--- src/rtl/shift_pkg.sv ---
// Shared types and constants for the serial transmitter slice.
// S_PARITY is only reachable when SHIFT_TX_PARITY_EN is defined.
package shift_pkg;

    typedef enum logic [1:0] {
        S_IDLE   = 2'd0,
        S_SHIFT  = 2'd1,
        S_PARITY = 2'd2
    } state_t;

    localparam logic DIR_LSB_FIRST = 1'b0;
    localparam logic DIR_MSB_FIRST = 1'b1;

endpackage

--- src/rtl/shift_serial_tx_counter.sv ---
// Loadable down-counter for the transmitter; o_tc flags the last data bit.
// Load has priority over decrement; the count saturates at zero.
module shift_tx_counter #(
    parameter int WIDTH = 8,
    parameter int CNT_W = $clog2(WIDTH + 1)
) (
    input  logic             i_clk,
    input  logic             i_rst,
    input  logic             i_load,
    input  logic [CNT_W-1:0] i_load_value,
    input  logic             i_dec,
    output logic             o_tc
);

    logic [CNT_W-1:0] r_count;

    always_ff @(posedge i_clk or posedge i_rst) begin
        if (i_rst) begin
            r_count <= '0;
        end else if (i_load) begin
            r_count <= i_load_value;
        end else if (i_dec && (r_count != '0)) begin
            r_count <= r_count - 1'b1;
        end
    end

    assign o_tc = (r_count == '0);

endmodule

--- src/rtl/shift_serial_tx.sv ---
// Parallel-in/serial-out transmitter with per-word bit order and frame/done strobes.
// Optional even-parity trailer bit enabled by defining SHIFT_TX_PARITY_EN.
module shift_serial_tx
    import shift_pkg::*;
#(
    parameter int WIDTH = 8
) (
    input  logic             Clk,
    input  logic             Reset,
    input  logic [WIDTH-1:0] Data,
    input  logic             Data_Valid,
    output logic             Data_Ready,
    input  logic             Dir,
    output logic             Serial_Out,
    output logic             Frame,
    output logic             Done
);

    localparam int CNT_W = $clog2(WIDTH + 1);

    state_t           r_state;
    state_t           w_state_next;
    logic [WIDTH-1:0] r_shift;
    logic [WIDTH-1:0] w_shift_next;
    logic             r_dir;
    logic             w_dir_next;
    logic             r_serial;
    logic             w_serial_next;
`ifdef SHIFT_TX_PARITY_EN
    logic             r_parity;
    logic             w_parity_next;
`endif

    logic w_tc;
    logic w_last;
    logic w_ready;
    logic w_accept;
    logic w_dec;

    // The final-bit cycle is the only non-idle cycle in which a new word may be taken.
`ifdef SHIFT_TX_PARITY_EN
    assign w_last = (r_state == S_PARITY);
`else
    assign w_last = (r_state == S_SHIFT) && w_tc;
`endif
    assign w_ready  = (r_state == S_IDLE) || w_last;
    assign w_accept = Data_Valid && w_ready;
    assign w_dec    = (r_state == S_SHIFT) && !w_tc;

    shift_tx_counter #(
        .WIDTH (WIDTH),
        .CNT_W (CNT_W)
    ) u_counter (
        .i_clk        (Clk),
        .i_rst        (Reset),
        .i_load       (w_accept),
        .i_load_value (CNT_W'(WIDTH - 1)),
        .i_dec        (w_dec),
        .o_tc         (w_tc)
    );

    always_ff @(posedge Clk or posedge Reset) begin
        if (Reset) begin
            r_state  <= S_IDLE;
            r_shift  <= '0;
            r_dir    <= DIR_LSB_FIRST;
            r_serial <= 1'b0;
`ifdef SHIFT_TX_PARITY_EN
            r_parity <= 1'b0;
`endif
        end else begin
            r_state  <= w_state_next;
            r_shift  <= w_shift_next;
            r_dir    <= w_dir_next;
            r_serial <= w_serial_next;
`ifdef SHIFT_TX_PARITY_EN
            r_parity <= w_parity_next;
`endif
        end
    end

    // The first bit is peeled off at load time so Serial_Out stays a plain register.
    always_comb begin
        w_state_next  = r_state;
        w_shift_next  = r_shift;
        w_dir_next    = r_dir;
        w_serial_next = r_serial;
`ifdef SHIFT_TX_PARITY_EN
        w_parity_next = r_parity;
`endif
        if (w_accept) begin
            w_state_next = S_SHIFT;
            w_dir_next   = Dir;
`ifdef SHIFT_TX_PARITY_EN
            w_parity_next = ^Data;
`endif
            if (Dir == DIR_MSB_FIRST) begin
                {w_serial_next, w_shift_next} = {Data, 1'b0};
            end else begin
                {w_shift_next, w_serial_next} = {1'b0, Data};
            end
        end else begin
            unique case (r_state)
                S_SHIFT: begin
                    if (w_tc) begin
`ifdef SHIFT_TX_PARITY_EN
                        w_state_next  = S_PARITY;
                        w_serial_next = r_parity;
`else
                        w_state_next  = S_IDLE;
                        w_serial_next = 1'b0;
`endif
                    end else if (r_dir == DIR_LSB_FIRST) begin
                        {w_shift_next, w_serial_next} = {1'b0, r_shift};
                    end else begin
                        {w_serial_next, w_shift_next} = {r_shift, 1'b0};
                    end
                end
                S_PARITY: begin
                    w_state_next  = S_IDLE;
                    w_serial_next = 1'b0;
                end
                default: begin
                    w_state_next  = S_IDLE;
                    w_serial_next = 1'b0;
                end
            endcase
        end
    end

    assign Data_Ready = w_ready;
    assign Serial_Out = r_serial;
    assign Frame      = (r_state != S_IDLE);
    assign Done       = w_last;

endmodule
--- config.mk ---
export PLATFORM = sky130hd
export DESIGN_NAME = shift_serial_tx
export DESIGN_NICKNAME = d
export VERILOG_FILES = /design/src/rtl/shift_pkg.sv /design/src/rtl/shift_serial_tx_counter.sv /design/src/rtl/shift_serial_tx.sv
export SDC_FILE = /design/constraint.sdc
export NUM_CORES = 1
export LEC_CHECK = 0
export ABC_AREA = 1
export CORE_UTILIZATION = 52
export DETAILED_ROUTE_END_ITERATION = 10
export GPL_TIMING_DRIVEN = 0
export PLACE_DENSITY = 0.79
export SYNTH_ARGS = -nofsm -noshare
export SYNTH_HDL_FRONTEND = slang
export SYNTH_SLANG_ARGS = --single-unit
--- constraint.sdc ---
create_clock -name Clk -period 3.4 [get_ports Clk]
set_input_delay 0.68 -clock Clk [delete_from_list [all_inputs] [get_ports Clk]]
set_output_delay 0.68 -clock Clk [all_outputs]
set_load 0.05 [all_outputs]
Word level (Yosys, flattened, before mapping)
Cells that the tools add are included.
{ "totals": {"word_cells": 37, "input_bits": 12, "ff_bits": 16} }
{ "classes": {"muxes": 15, "n_addsub": 1, "n_eq_ne": 3, "reduce_logical": 13} }
{ "ops": {"columns": ["op", "count"], "rows": [
  ["$mux W8", 5],
  ["$mux W4", 2],
  ["$mux W2", 3],
  ["$reduce_bool A2 Y1", 3],
  ["$mux W1", 5],
  ["$logic_and A1 B1 Y1", 4],
  ["$logic_not A4 Y1", 1],
  ["$reduce_bool A4 Y1", 1],
  ["$sub A4 B1 Y4 const B", 1],
  ["$ne A3 B2 Y1 const B", 1],
  ["$eq A2 B1 Y1 const B", 1],
  ["$logic_not A2 Y1", 1],
  ["$ne A2 B1 Y1 const B", 1],
  ["$reduce_and A2 Y1", 1],
  ["$logic_not A1 Y1", 1],
  ["$logic_or A1 B1 Y1", 1]
]} }

Longest topological paths before layout
{ "logic_depth": {"word_depth": 6, "depth_mapped": 8, "mapped_depth_nobuf": 8} }

Modules after synthesis
Synthesis repeated with hierarchy kept, for this count alone.
{ "hier_totals": {"hier_cells": 159, "area_unflattened_um2": 1044.8} }
{ "by_module_without_submodules": {"columns": ["mod", "seq_area_each_um2", "cells_per_inst", "area_per_inst_um2", "n_inst"], "rows": [
  ["shift_serial_tx", 275.3, 112, 745.7, 1],
  ["shift_tx_counter", 100.1, 47, 299.0, 1]
]} }

Least setup slack after synthesis
No wires, ideal clock.
{ "synth_timing": {"kind": "flip-flop to output port", "start": "register r_state[0]", "end": "output Done", "path_buffers": 0, "arrival_ns": 1.488, "t_required_ns": 2.720, "path_slack_ns": 1.232, "path_stages_with_launch": 3, "path_cell_list": "dfrtp_1 -> inv_1 -> nor2_1"} }
{ "synth_between": {"elab_chain_cells": 2} }
{ "synth_lines": {"columns": ["element", "line_no", "text"], "rows": [
  ["from (decl)", "shift_serial_tx.sv:21", "state_t r_state;"],
  ["from (signal assigned)", "shift_serial_tx.sv:72", "r_state <= w_state_next;"],
  ["$eq A2 B1 Y1", "shift_serial_tx.sv:44", "assign w_last = (r_state == S_SHIFT) && w_tc;"],
  ["$logic_and A1 B1 Y1", "shift_serial_tx.sv:44", null],
  ["to (decl)", "shift_serial_tx.sv:16", "output logic Done"]
]} }
No other way between the ends.

Final worst setup path
{ "layout_timing": {"start": "register u_counter.r_count[0]", "end": "output Data_Ready"} }
{ "layout_between": {"elab_chain_cells": 3} }
{ "layout_lines": {"columns": ["element", "line_no", "text"], "rows": [
  ["from (decl)", "shift_serial_tx_counter.sv:15", "logic [CNT_W-1:0] r_count;"],
  ["from (signal assigned)", "shift_serial_tx_counter.sv:21", "r_count <= i_load_value;"],
  ["from (signal assigned)", "shift_serial_tx_counter.sv:23", "r_count <= r_count - 1'b1;"],
  ["$logic_not A4 Y1", "shift_serial_tx_counter.sv:27", "assign o_tc = (r_count == '0);"],
  ["$logic_and A1 B1 Y1", "shift_serial_tx.sv:44", null],
  ["$logic_or A1 B1 Y1", "shift_serial_tx.sv:46", "assign w_ready = (r_state == S_IDLE) || w_last;"],
  ["to (decl)", "shift_serial_tx.sv:12", "output logic Data_Ready,"]
]} }
No other way between the ends.

==> run metrics <==
status=finished with violations; failing checks=DRC; Worst Path Max Fanout=10; initial antenna violation count=0; Slowest cell on crit path=clkdlybuf4s50_1; met3 wire len=105 um; synthesized net count=140; First DRT Iteration DRCs=25; pre-CTS setup slack=0.907 ns; register area share after synthesis=41.5%; delay-heaviest family, CP=buffers and inverters; via-per-instance ratio=5.36; first-pass detailed-route iteration total=7; Routed Antenna Nets=0; largest net degree at the start of global routing=16; Final Net Count=159; Core Footprint=1560 um^2; CTS buffer count=3; max_cap viols=0; Die Ht=43.7 um; Util after Layout=70.1%; Yosys reg bits=15; CTS Hold Bufs=0; Synth Area in Adders=1.38%; vias in the first global route=773; largest family of logic cells by synthesized area=simple AND/OR/NAND/NOR gates; final WL=1970 um; worst slew pin tran=0.566 ns; standard-cell row count=14; VDD IR max=0.505 mV; gpl congestion=0.894; cells after synthesis=127; post-synth top area cell=dfrtp_1; CTS sink count=15; via count=863; post-detail-place hpwl=1480 um; wire per inst=12.2 um; share of post-route cells with drive strength above 1=9.66%; Yosys cell types=20; syn avg cell area=7.12 um^2; skew final=0.0177 ns; area grow syn2layout=20.7%; FF-to-FF End=u_counter.r_count[1]$_DFFE_PP0P_; Worst Setup End Kind=output pin; highest routed layer=met4; Power Dens Cells=789 nW/um^2; hold path start=r_shift[3]$_DFFE_PP0P_; Critical Path AT=2.14 ns; post-CTS setup buffers=0; number of I/O pins=16; Max-Slew Margin vs Limit=62.3%; r2r setup slk=2.07 ns; DR DRC count=3; simple-gate share of the synthesized area=36.1%; Post-Syn Area=905 um^2; Hold EP=r_shift[3]$_DFFE_PP0P_; Resize count post-CTS=0; Die Span X=43.7 um; fill cell count=130; Setup CP Type=reg -> out; xor and xnor area share after synthesis=0%; fin crit share=83.0%; CTS HTree Levels=1; clock latency at the later pin of the worst-skew pair=0.30 ns; critical path startpoint category=flip-flop; Max Slew Vio Count=0; Setup violations, final=0; Hold/Removal Path Class=reg -> reg; I/O Buffers=14; clk root buf=clkbuf_4; unrepaired setup endpoints after global routing=false; Compound-Gate Fraction of Synth Area=9.82%; leakage power=0.548 nW; Hold Violations, Final=0; worst r2r src=u_counter.r_count[0]$_DFFE_PP0P_; Max Root-Sink Buffers=2; setup tns final=0 ns; Worst Path Required=2.72 ns; Worst Slack Setup Final=0.578 ns; CP max stage delay=0.80 ns; Ys Warns=0; Crit path buffers/inverters=3; GR Util All Layers=24.8%; Yosys top cell area share=41.5%; synth top area cells=dfrtp_1 41%, nand2_1 16%, nand3_1 14%, o21ai_0 6.6%, inv_1 5.8%; CTS tree=done; Worst R2R Path Depth=8; hold_ws=0.542 ns; ANT cells=0; area of the die=1910 um^2; initial core utilization=58.0%; total grt overflow=0; Clock transition at path regs=0.08 ns; worst path cell trace=inv_1 > ha_1 > nand2_2 > nand2_4 > buf_6 > clkdlybuf4s50_1; Met1 Wirelength=926 um; fmax=354 MHz; min Tclk post-route=2.82 ns; Hold Path Stages=2; met2 wire len=929 um; mux contribution to synthesized area=0%; first-pass GRT wire length=3430 um
==> worst max path at each step <==
stage	startpoint	to	slack, ns	depth (start not counted)
finish	u_counter.r_count[0]$_DFFE_PP0P_	Data_Ready	0.58	6
global route	u_counter.r_count[0]$_DFFE_PP0P_	Data_Ready	0.47	6
floorplan	r_state[0]$_DFFE_PP0P_	Done	1.23	2
global placement	u_counter.r_count[0]$_DFFE_PP0P_	Data_Ready	0.92	6
detailed placement	u_counter.r_count[0]$_DFFE_PP0P_	Data_Ready	0.91	6
CTS	u_counter.r_count[0]$_DFFE_PP0P_	Data_Ready	0.58	6
==> synthesized netlist by cell type <==
cell type,instances
o22ai_1,1
a21oi_1,1
clkinv_1,1
o21a_1,1
nor2_1,2
nand3b_1,2
ha_1,1
inv_2,2
nand2_2,1
inv_1,14
dfrtp_1,15
nand4_1,2
o21ai_1,2
nand3_1,25
buf_6,2
nor2_2,1
nand2_4,1
o21ai_0,12
nand2_1,38
buf_2,3
==> tightest hold or removal path: stages, from the launching register on <==
cell	delay (ns)
dfrtp_1	0.34
nand3_1	0.08
nand3_1	0.09
==> kinds of logic after synthesis <==
| logic type | Yosys count |
|---|---|
| AO/OA/AOI/OAI | 17 |
| AND/OR/NAND/NOR | 72 |
| adder cells (fa/ha/maj) | 1 |
| buffers and inverters | 22 |
| flip-flops | 15 |
==> area by class of cell <==
type | count | area (um^2) | share of cell area, %
clock inverter | 1 | 5.00 | 0.458
tap | 16 | 20.0 | 1.83
inverter | 17 | 63.8 | 5.84
timing repair buffer | 14 | 140 | 12.8
clock buffer | 3 | 22.5 | 2.06
sequential | 15 | 375 | 34.4
multi-input combinational | 90 | 428 | 39.2
buffer | 5 | 37.5 | 3.44
==> through the flow <==
stage	std cells	area, um^2	power, mW
final	161	1090	0.862
after floorplan	127	905	0.638
after CTS	161	1090	0.862
after global routing	161	1090	0.945
after global placement	157	1060	0.744
after detailed placement	157	1060	0.755
==> state kept, by name, indices dropped and copies added, names as in the netlist <==
register and flops:
r_state 1, r_dir 1, r_shift 8, u_counter.r_count 4, Serial_Out 1
==> placed cells by master (no fill, tap or decap), types with 3 or more instances in the layout <==
master           instances
o21ai_0                 12
dfrtp_1                 15
nand3_1                 25
clkbuf_4                 3
buf_2                    3
inv_1                   14
nand2_1                 38
clkdlybuf4s50_1         14
==> report_power, final <==
group | leakage (nW) | internal [mW] | switching, mW | total [mW]
Combinational | 0.341 | 0.171 | 0.295 | 0.465
Clock | 0.0177 | 0.0439 | 0.0614 | 0.105
Sequential | 0.189 | 0.248 | 0.0432 | 0.291
==> metal layers <==
metal / vias up / GRT usage (%)
met1: 388 / 36.4
met5: - / 0
met2: 24 / 35.8
li1: 449 / -
met3: 2 / 7.50
met4: 0 / 5.63
Power figures use the tool's default switching activity.
